--- config.mk ---
export PLATFORM = sky130hd
export DESIGN_NAME = rvh_l1d_snp_ctrl_flat
export DESIGN_NICKNAME = d
export VERILOG_FILES = /design/src/rtl/rvh_l1d_cc_pkg.sv /design/src/rtl/rvh_l1d_snp_ctrl_if.sv /design/src/rtl/rvh_l1d_snp_dec.sv /design/src/rtl/rvh_l1d_snp_ctrl.sv /design/src/flat_wrapper.sv
export SDC_FILE = /design/constraint.sdc
export NUM_CORES = 1
export LEC_CHECK = 0
export CAP_MARGIN = 30
export CORE_AREA = 2 2 450 452
export CTS_BUF_LIST = sky130_fd_sc_hd__clkbuf_8 sky130_fd_sc_hd__clkbuf_16
export DETAILED_ROUTE_END_ITERATION = 10
export DIE_AREA = 0 0 452 454
export PLACE_DENSITY_LB_ADDON = 0.12
export SYNTH_ARGS = -nofsm -noshare
export SYNTH_HDL_FRONTEND = slang
export SYNTH_HIERARCHICAL = 1
export SYNTH_SLANG_ARGS = --single-unit
--- constraint.sdc ---
create_clock -name clk -period 45.5 [get_ports clk]
set_input_delay 4.55 -clock clk [delete_from_list [all_inputs] [get_ports clk]]
set_output_delay 4.55 -clock clk [all_outputs]
set_load 0.02 [all_outputs]
--- src/rtl/rvh_l1d_cc_pkg.sv ---
`default_nettype none
// ============================================================================
// Module      : rvh_l1d_cc_pkg
// Description : L1D cache-coherence types shared by the snoop controller,
//               its decoder and the SCU/pipeline-facing interface.
// Revision    : 1.0 - initial release
// ============================================================================
package rvh_l1d_cc_pkg;

  localparam int unsigned PADDR_WIDTH         = 40;
  localparam int unsigned L1D_OFFSET_WIDTH    = 6;
  localparam int unsigned L1D_LINE_WIDTH      = 512;
  localparam int unsigned SCU_ID_WIDTH        = 4;
  localparam int unsigned L1D_LINE_ADDR_WIDTH = PADDR_WIDTH - L1D_OFFSET_WIDTH;

  // Snoop opcodes issued by the SCU
  typedef enum logic [2:0] {
    SNP_SHARED        = 3'd0,
    SNP_ONCE          = 3'd1,
    SNP_UNIQUE        = 3'd2,
    SNP_CLEAN_INVALID = 3'd3,
    SNP_MAKE_INVALID  = 3'd4
  } snp_opcode_e;

  // Raw snoop request from the SCU (line granular)
  typedef struct packed {
    logic [SCU_ID_WIDTH-1:0]        id;
    snp_opcode_e                    opcode;
    logic [L1D_LINE_ADDR_WIDTH-1:0] line_addr;
  } cache_scu_cc_snp_t;

  // Decoded snoop as held in the request buffer and sent to the pipeline
  typedef struct packed {
    logic [SCU_ID_WIDTH-1:0]        id;
    logic [L1D_LINE_ADDR_WIDTH-1:0] line_addr;
    logic                           snp_leave_invalid;
    logic                           snp_return_clean_data;
    logic                           snp_return_dirty_data;
  } snp_req_buf_t;

  // Snoop response returned to the SCU
  typedef struct packed {
    logic [SCU_ID_WIDTH-1:0]   id;
    logic                      pass_dirty;
    logic                      data_vld;
    logic                      is_shared;
    logic [L1D_LINE_WIDTH-1:0] data;
  } cache_scu_cc_snp_resp_t;

  // Head-of-buffer sequencing states
  typedef enum logic [2:0] {
    IDLE  = 3'd0,
    CHECK = 3'd1,
    ISSUE = 3'd2,
    WAIT  = 3'd3,
    RESP  = 3'd4
  } snp_ctrl_state_e;

endpackage : rvh_l1d_cc_pkg
`default_nettype wire

--- src/rtl/rvh_l1d_snp_ctrl_if.sv ---
`default_nettype none
// ============================================================================
// Module      : rvh_l1d_snp_ctrl_if
// Description : Bundle of the SCU snoop, MSHR check, pipeline lookup and
//               snoop response channels seen by the snoop controller.
// Revision    : 1.0 - initial release
// ============================================================================
interface rvh_l1d_snp_ctrl_if;
  import rvh_l1d_cc_pkg::*;

  logic                                snp_req_vld_i;
  cache_scu_cc_snp_t                   snp_req_i;
  logic                                snp_req_rdy_o;
  logic [L1D_LINE_ADDR_WIDTH-1:0]      snp_chk_line_addr_o;
  logic                                snp_chk_conflict_i;
  logic                                snp_pipe_req_vld_o;
  snp_req_buf_t                        snp_pipe_req_o;
  logic                                snp_pipe_req_rdy_i;
  logic                                snp_pipe_resp_vld_i;
  logic                                snp_pipe_resp_hit_i;
  logic                                snp_pipe_resp_dirty_i;
  logic [L1D_LINE_WIDTH-1:0]           snp_pipe_resp_data_i;
  logic                                snp_resp_vld_o;
  cache_scu_cc_snp_resp_t              snp_resp_o;
  logic                                snp_resp_rdy_i;
  logic                                snp_busy_o;

  // Snoop controller side
  modport slave (
    input  snp_req_vld_i, snp_req_i, snp_chk_conflict_i, snp_pipe_req_rdy_i,
           snp_pipe_resp_vld_i, snp_pipe_resp_hit_i, snp_pipe_resp_dirty_i,
           snp_pipe_resp_data_i, snp_resp_rdy_i,
    output snp_req_rdy_o, snp_chk_line_addr_o, snp_pipe_req_vld_o, snp_pipe_req_o,
           snp_resp_vld_o, snp_resp_o, snp_busy_o
  );

  // Environment side (SCU, MSHR checker, pipeline)
  modport master (
    output snp_req_vld_i, snp_req_i, snp_chk_conflict_i, snp_pipe_req_rdy_i,
           snp_pipe_resp_vld_i, snp_pipe_resp_hit_i, snp_pipe_resp_dirty_i,
           snp_pipe_resp_data_i, snp_resp_rdy_i,
    input  snp_req_rdy_o, snp_chk_line_addr_o, snp_pipe_req_vld_o, snp_pipe_req_o,
           snp_resp_vld_o, snp_resp_o, snp_busy_o
  );

endinterface : rvh_l1d_snp_ctrl_if
`default_nettype wire

--- src/rtl/rvh_l1d_snp_dec.sv ---
`default_nettype none
// ============================================================================
// Module      : rvh_l1d_snp_dec
// Description : Decodes an SCU snoop opcode into the final line state and
//               data-return policy carried by the buffered request.
// Revision    : 1.0 - initial release
// ============================================================================
module rvh_l1d_snp_dec
  import rvh_l1d_cc_pkg::*;
(
  input  cache_scu_cc_snp_t snp_req_i,
  output snp_req_buf_t      snp_req_buf_o
);

  // Opcode to policy table; unknown opcodes keep the line and return nothing
  always_comb begin
    snp_req_buf_o           = '0;
    snp_req_buf_o.id        = snp_req_i.id;
    snp_req_buf_o.line_addr = snp_req_i.line_addr;
    case (snp_req_i.opcode)
      SNP_SHARED: begin
        snp_req_buf_o.snp_return_dirty_data = 1'b1;
      end
      SNP_ONCE: begin
        snp_req_buf_o.snp_return_clean_data = 1'b1;
        snp_req_buf_o.snp_return_dirty_data = 1'b1;
      end
      SNP_UNIQUE, SNP_CLEAN_INVALID: begin
        snp_req_buf_o.snp_leave_invalid     = 1'b1;
        snp_req_buf_o.snp_return_dirty_data = 1'b1;
      end
      SNP_MAKE_INVALID: begin
        snp_req_buf_o.snp_leave_invalid     = 1'b1;
      end
      default: ;
    endcase
  end

endmodule : rvh_l1d_snp_dec
`default_nettype wire

--- src/rtl/rvh_l1d_snp_ctrl.sv ---
`default_nettype none
// ============================================================================
// Module      : rvh_l1d_snp_ctrl
// Description : L1D snoop controller. Buffers SCU snoops in order and walks
//               the head through MSHR conflict check, pipeline lookup and
//               the snoop response back to the SCU.
// Revision    : 1.0 - initial release
// ============================================================================
module rvh_l1d_snp_ctrl
  import rvh_l1d_cc_pkg::*;
#(
  parameter int unsigned SNP_BUF_DEPTH = 2
) (
  input  logic                     clk,
  input  logic                     rst,
  rvh_l1d_snp_ctrl_if.slave        bus
);

  localparam int unsigned PTR_W = (SNP_BUF_DEPTH > 1) ? $clog2(SNP_BUF_DEPTH) : 1;
  localparam int unsigned CNT_W = $clog2(SNP_BUF_DEPTH + 1);
  localparam logic [PTR_W-1:0] c_ptr_last = PTR_W'(SNP_BUF_DEPTH - 1);
  localparam logic [CNT_W-1:0] c_cnt_full = CNT_W'(SNP_BUF_DEPTH);

  snp_req_buf_t           r_buf [SNP_BUF_DEPTH];
  logic [PTR_W-1:0]       r_head;
  logic [PTR_W-1:0]       r_tail;
  logic [CNT_W-1:0]       r_count;
  logic [CNT_W-1:0]       w_count_nxt;
  snp_ctrl_state_e        r_state;
  logic                   r_pipe_req_vld;
  logic                   r_resp_vld;
  cache_scu_cc_snp_resp_t r_resp;

  snp_req_buf_t           w_dec;
  snp_req_buf_t           w_head;
  logic                   w_full;
  logic                   w_enq;
  logic                   w_pop;
  logic                   w_data_vld;

  rvh_l1d_snp_dec u_snp_dec (
    .snp_req_i     (bus.snp_req_i),
    .snp_req_buf_o (w_dec)
  );

  assign w_head     = r_buf[r_head];
  assign w_full     = (r_count == c_cnt_full);
  // No bypass: a full buffer refuses even when the head pops this cycle
  assign w_enq      = bus.snp_req_vld_i && !w_full;
  assign w_pop      = (r_state == RESP) && bus.snp_resp_rdy_i;
  assign w_data_vld = bus.snp_pipe_resp_hit_i &&
                      ((bus.snp_pipe_resp_dirty_i && w_head.snp_return_dirty_data) ||
                       w_head.snp_return_clean_data);

  // Occupancy after this cycle's enqueue/pop
  always_comb begin
    w_count_nxt = r_count;
    if (w_enq && !w_pop) begin
      w_count_nxt = r_count + CNT_W'(1);
    end else if (!w_enq && w_pop) begin
      w_count_nxt = r_count - CNT_W'(1);
    end
  end

  // In-order snoop buffer: decoded entries in at the tail, popped at the head
  always_ff @(posedge clk or posedge rst) begin
    if (rst) begin
      for (int i = 0; i < SNP_BUF_DEPTH; i++) begin
        r_buf[i] <= '0;
      end
      r_head  <= '0;
      r_tail  <= '0;
      r_count <= '0;
    end else begin
      if (w_enq) begin
        r_buf[r_tail] <= w_dec;
        r_tail        <= (r_tail == c_ptr_last) ? '0 : r_tail + PTR_W'(1);
      end
      if (w_pop) begin
        r_head <= (r_head == c_ptr_last) ? '0 : r_head + PTR_W'(1);
      end
      r_count <= w_count_nxt;
    end
  end

  // Head sequencer with registered valids and response payload
  always_ff @(posedge clk or posedge rst) begin
    if (rst) begin
      r_state        <= IDLE;
      r_pipe_req_vld <= 1'b0;
      r_resp_vld     <= 1'b0;
      r_resp         <= '0;
    end else begin
      case (r_state)
        IDLE: begin
          if (w_enq || (r_count != '0)) begin
            r_state <= CHECK;
          end
        end
        CHECK: begin
          if (!bus.snp_chk_conflict_i) begin
            r_state        <= ISSUE;
            r_pipe_req_vld <= 1'b1;
          end
        end
        ISSUE: begin
          if (bus.snp_pipe_req_rdy_i) begin
            r_state        <= WAIT;
            r_pipe_req_vld <= 1'b0;
          end
        end
        WAIT: begin
          if (bus.snp_pipe_resp_vld_i) begin
            r_state           <= RESP;
            r_resp_vld        <= 1'b1;
            r_resp.id         <= w_head.id;
            r_resp.pass_dirty <= bus.snp_pipe_resp_hit_i && bus.snp_pipe_resp_dirty_i &&
                                 w_head.snp_return_dirty_data;
            r_resp.data_vld   <= w_data_vld;
            r_resp.is_shared  <= bus.snp_pipe_resp_hit_i && !w_head.snp_leave_invalid;
            r_resp.data       <= w_data_vld ? bus.snp_pipe_resp_data_i : '0;
          end
        end
        RESP: begin
          if (bus.snp_resp_rdy_i) begin
            r_resp_vld <= 1'b0;
            r_state    <= (w_count_nxt != '0) ? CHECK : IDLE;
          end
        end
        default: begin
          r_state        <= IDLE;
          r_pipe_req_vld <= 1'b0;
          r_resp_vld     <= 1'b0;
        end
      endcase
    end
  end

  assign bus.snp_req_rdy_o       = !w_full;
  assign bus.snp_chk_line_addr_o = (r_count == '0) ? '0 : w_head.line_addr;
  assign bus.snp_pipe_req_vld_o  = r_pipe_req_vld;
  assign bus.snp_pipe_req_o      = w_head;
  assign bus.snp_resp_vld_o      = r_resp_vld;
  assign bus.snp_resp_o          = r_resp;
  assign bus.snp_busy_o          = (r_count != '0);

  // Only one lookup may be outstanding; a response outside WAIT is dropped
  a_pipe_resp_in_wait: assert property (
    @(posedge clk) disable iff (rst) bus.snp_pipe_resp_vld_i |-> (r_state == WAIT)
  ) else $warning("snoop pipeline response outside WAIT was ignored");

endmodule : rvh_l1d_snp_ctrl
`default_nettype wire

--- src/flat_wrapper.sv ---
// flat-port wrapper written by rule: the top's interface ports become plain ports
module rvh_l1d_snp_ctrl_flat import rvh_l1d_cc_pkg::*;
#(
  parameter int unsigned SNP_BUF_DEPTH = 2
)
  (clk, rst, bus_snp_req_vld_i, bus_snp_req_i, bus_snp_chk_conflict_i, bus_snp_pipe_req_rdy_i, bus_snp_pipe_resp_vld_i, bus_snp_pipe_resp_hit_i, bus_snp_pipe_resp_dirty_i, bus_snp_pipe_resp_data_i, bus_snp_resp_rdy_i, bus_snp_req_rdy_o, bus_snp_chk_line_addr_o, bus_snp_pipe_req_vld_o, bus_snp_pipe_req_o, bus_snp_resp_vld_o, bus_snp_resp_o, bus_snp_busy_o);
  rvh_l1d_snp_ctrl_if bus_i ();
  input  logic clk;
  input  logic rst;
  input wire logic [$bits(bus_i.snp_req_vld_i)-1:0] bus_snp_req_vld_i;
  input wire logic [$bits(bus_i.snp_req_i)-1:0] bus_snp_req_i;
  input wire logic [$bits(bus_i.snp_chk_conflict_i)-1:0] bus_snp_chk_conflict_i;
  input wire logic [$bits(bus_i.snp_pipe_req_rdy_i)-1:0] bus_snp_pipe_req_rdy_i;
  input wire logic [$bits(bus_i.snp_pipe_resp_vld_i)-1:0] bus_snp_pipe_resp_vld_i;
  input wire logic [$bits(bus_i.snp_pipe_resp_hit_i)-1:0] bus_snp_pipe_resp_hit_i;
  input wire logic [$bits(bus_i.snp_pipe_resp_dirty_i)-1:0] bus_snp_pipe_resp_dirty_i;
  input wire logic [$bits(bus_i.snp_pipe_resp_data_i)-1:0] bus_snp_pipe_resp_data_i;
  input wire logic [$bits(bus_i.snp_resp_rdy_i)-1:0] bus_snp_resp_rdy_i;
  output wire logic [$bits(bus_i.snp_req_rdy_o)-1:0] bus_snp_req_rdy_o;
  output wire logic [$bits(bus_i.snp_chk_line_addr_o)-1:0] bus_snp_chk_line_addr_o;
  output wire logic [$bits(bus_i.snp_pipe_req_vld_o)-1:0] bus_snp_pipe_req_vld_o;
  output wire logic [$bits(bus_i.snp_pipe_req_o)-1:0] bus_snp_pipe_req_o;
  output wire logic [$bits(bus_i.snp_resp_vld_o)-1:0] bus_snp_resp_vld_o;
  output wire logic [$bits(bus_i.snp_resp_o)-1:0] bus_snp_resp_o;
  output wire logic [$bits(bus_i.snp_busy_o)-1:0] bus_snp_busy_o;
  assign bus_i.snp_req_vld_i = bus_snp_req_vld_i;
  assign bus_i.snp_req_i = bus_snp_req_i;
  assign bus_i.snp_chk_conflict_i = bus_snp_chk_conflict_i;
  assign bus_i.snp_pipe_req_rdy_i = bus_snp_pipe_req_rdy_i;
  assign bus_i.snp_pipe_resp_vld_i = bus_snp_pipe_resp_vld_i;
  assign bus_i.snp_pipe_resp_hit_i = bus_snp_pipe_resp_hit_i;
  assign bus_i.snp_pipe_resp_dirty_i = bus_snp_pipe_resp_dirty_i;
  assign bus_i.snp_pipe_resp_data_i = bus_snp_pipe_resp_data_i;
  assign bus_i.snp_resp_rdy_i = bus_snp_resp_rdy_i;
  assign bus_snp_req_rdy_o = bus_i.snp_req_rdy_o;
  assign bus_snp_chk_line_addr_o = bus_i.snp_chk_line_addr_o;
  assign bus_snp_pipe_req_vld_o = bus_i.snp_pipe_req_vld_o;
  assign bus_snp_pipe_req_o = bus_i.snp_pipe_req_o;
  assign bus_snp_resp_vld_o = bus_i.snp_resp_vld_o;
  assign bus_snp_resp_o = bus_i.snp_resp_o;
  assign bus_snp_busy_o = bus_i.snp_busy_o;
  rvh_l1d_snp_ctrl #(.SNP_BUF_DEPTH(SNP_BUF_DEPTH)) u_core (.clk(clk), .rst(rst), .bus(bus_i));
endmodule
==> metrics.md <==
| Metric | Value |
|---|---|
| Busiest layer in global routing | met2 |
| Slew @ Worst Pin | 1.09 ns |
| Sequential Power Share | 0.305 |
| Placer Congestion | between 0.7 and 0.8 |
| Final cell count without fillers | roughly 5400 |
| Post-synth EDFFs | 0 |
| Largest net degree at the start of global routing | 160 |
| CP arrival | 9.04 ns |
| Clock Latency Late Sink | around 0.7 ns |
| Post-route DRC | 0 |
| Slew HR | 0.275 |
| Cell Area, Placed | 37100 um2 |
| P_sw | ~1200 uW |
| Vias in the first global route | 19200 |
| Skew final | 0.0299 ns |
| Max incr delay on CP | ~0.80 ns |
| Port Buf Inserts | 1159 |
| Syn nets | 2095 |
| Register area share after synthesis | 0.664 |
| Antenna Violating Nets Remaining | 0 |
| Dominant cells by area after synthesis | dfrtp_1 66%, a22o_1 19%, mux2_2 4.1% |
| CTS root buffer | clkbuf_16 |
| DRT Wirelength | 126000 um |
| Overflow after GRT | 0 |
| # IOs | 1160 |
| Fin. Hold Viols | 0 |
| WS Path Type | in2async |
| Via count | 18000 |
| #FFs+latches synth | between 600 and 700 |
| Die Y | ~450 um |
| CTS H-tree lvls | 3 |
| CTS tree | built |
| Drt first pass iters | 5 |
| Hold buffer count at CTS | 0 |
| Mapped cell area | 23000 um2 |
| Setup Fix Bufs, Post-CTS | 0 |
| Fin crit share | 0.183 |
| Mapped Avg Cell Area | 15.0 um2 |
| Status | completed |
| Initial Util | 0.115 |
| Worst path required time | 46.22 ns |
| Net count, final | 3202 |
| Area delta synth->final | 74.2% |
| First-pass GRT wire length | 170000 um |
| GRT met1 Usage | 0.137 |
| P_int | 1990 uW |
| Ys Warns | 6 |
| # setup viols final | 0 |
| Antenna violations before repair | 45 |
| Most instantiated cells after synthesis | 610 x dfrtp_1, 512 x a22o_1, 83 x mux2_2 |
| Setup TNS | 0 ns |
| TritonCTS sink count | 610 |
| Crit path launch type | input port |
| Library cells used by synthesis | 38 |
| CP bufs+invs | 7 |
| Clk buf depth | 3 |
| Wirelength per Cell | 23.4 um |
| Core area | 201000 um2 |
| Clk pin slew, worst setup/hold paths | 0.06 ns |
| Hold Crit Class | reg2reg |
| M2 GR Usage | 0.195 |
| PostCTS Resize Cnt | 0 |
| Crit path max-delay family | buffers and inverters |
| CP max FO | 72 |
| Clock Power Share | 0.218 |
| Power Dens Cells | 80.5 nW/um2 |
| RSZ-0062 raised after global routing | no |
| Via density | 3.34 |
| Hold WS | 0.472 ns |
| Synth async-reset ratio | 1.00 |
| Die X | around 450 um |
| Die ar. | just over 200000 um2 |
| Design Area, Final | ~40000 um2 |
| CP most frequent cell | buf_4 |
| Comb power frac | 0.477 |
| Leak | 0.0167 uW |
| Max Freq | about 120 MHz |
| Initial DRC count | 808 |
| Post-synth top area share | 0.664 |
| Critical-path top delay cell | buf_4 |
| Minimum clock period | 8.32 ns |
| Max_cap viols | 0 |
| Maximum vdd drop | 0.0000349 V |
| Gr usage total | 0.118 |
| CP Capture Type | async pin |
| Most used DFF post-synth | dfrtp_1 |
| Total CTS buffers | 87 |
| Max Slew Vio Count | 0 |
| Critical-path cell list | clkdlybuf4s50_1 -> inv_8 -> buf_16 -> buf_4 -> buf_4 -> buf_4 -> buf_4 |
| Cell taking the most area after synthesis | dfrtp_1 |
| Synth Instances | 1531 |
| Post-DP HPWL | between 90000 and 100000 um |
| Switching part of the total | 0.385 |
| Most common cell in the netlist | dfrtp_1 |
| Std cell rows | approximately 170 |
| Dpl cells | 5219 |
| Fraction of layout cells with a size suffix above 1 | 0.0976 |
| Global routing usage on met3 | 0.0493 |
==> cells by family after synthesis <==
| logic type | after synthesis | share of synthesized area |
|---|---|---|
| fa+ha+maj | 4 | 0.00196 |
| compound gates | 529 | 0.199 |
| simple gates | 77 | 0.0182 |
| flops | 610 | 0.664 |
| xor+xnor | 4 | 0.00152 |
| buf+inv | 183 | 0.0544 |
| mux | 124 | 0.0609 |
==> power groups by stage <==
stage	logic, uW	registers, uW	clock network [uW]
floorplan	450	1230	0
global placement	1580	996	0
detailed placement	1570	987	0
CTS	1580	988	743
global route	1630	1020	759
finish	1540	985	704
==> path summary, 6_finish.rpt <==
check                                                  startpoint                                      to  slack, ns  cells past startpoint
setup reg to reg                        u_core/r_head$_DFFE_PP0P_  u_core/bus.snp_resp_o[345]$_DFFE_PP0P_      40.60                      9
hold reg to reg            u_core/bus.snp_resp_o[515]$_DFFE_PP0P_  u_core/bus.snp_resp_o[515]$_DFFE_PP0P_       0.47                      2
hold / removal             u_core/bus.snp_resp_o[515]$_DFFE_PP0P_  u_core/bus.snp_resp_o[515]$_DFFE_PP0P_       0.47                      2
max in group clk                          bus_snp_pipe_resp_vld_i  u_core/bus.snp_resp_o[345]$_DFFE_PP0P_      37.26                      9
setup / recovery                                              rst  u_core/bus.snp_resp_o[102]$_DFFE_PP0P_      37.18                      7
min in group asynchronous                                     rst  u_core/bus.snp_resp_o[232]$_DFFE_PP0P_       4.24                      2
==> cells in the final DEF, fill, tap and decap left out, drive strengths merged <==
cell	n
a211o	1
a21o	1
a21oi	4
a22o	512
a31oi	3
and2	34
buf	32
bufinv	8
clkbuf	100
clkdlybuf4s50	1159
clkinv	22
clkinvlp	4
dfrtp	610
diode	16
ha	2
inv	32
maj3	2
mux2	124
nand2	20
nand2b	4
nand3	2
nand4	1
nor2	7
nor2b	2
nor3	3
nor3b	1
nor4bb	1
o2111ai	2
o21ai	5
o31ai	1
or3	1
or4	1
xnor2	3
xor2	1
==> state kept, by name, summed over array words and instances (netlist names) <==
name / count
u_core/r_state: 3
u_core/bus.snp_pipe_req_vld_o: 1
u_core/r_buf: 82
u_core/r_head: 1
u_core/r_tail: 1
u_core/bus.snp_resp_vld_o: 1
u_core/bus.snp_resp_o: 519
u_core/r_count: 2
==> layout make-up <==
class	instances	area (um2)
Antenna cell	16	40.0
Clock buffer	100	2370
Clock inverter	56	539
Fill cell	21700	161000
Inverter	10	45.0
Multi-Input combinational cell	738	6510
Sequential cell	610	15300
Tap cell	2672	3340
Timing Repair Buffer	1191	12000
==> worst reg2reg max path, stage by stage (launching register included) <==
cell	delay, ns
dfrtp_2	0.71
buf_4	0.48
mux2_2	0.36
a21oi_1	0.13
nor3_4	0.73
buf_4	0.68
buf_4	0.43
buf_16	0.34
buf_4	0.65
a22o_1	0.31
==> through the flow <==
stage               power, uW  utilization  worst slack [ns]
finish                   3230        0.200             37.18
global route             3410        0.199             36.55
CTS                      3310        0.199             36.78
detailed placement       2560        0.185             35.93
global placement         2570        0.184             35.59
floorplan                1680            -             23.87
==> per-layer routing <==
layer / share of wire / wire length (um) / up-vias
met1: 0.40 / 50300 / 9029
met5: 0.0017 / 214 / -
met2: 0.49 / 61700 / 738
met3: 0.090 / 11300 / 191
met4: 0.023 / 2870 / 38
li1: - / - / 8001
Power figures use the tool's default switching activity.
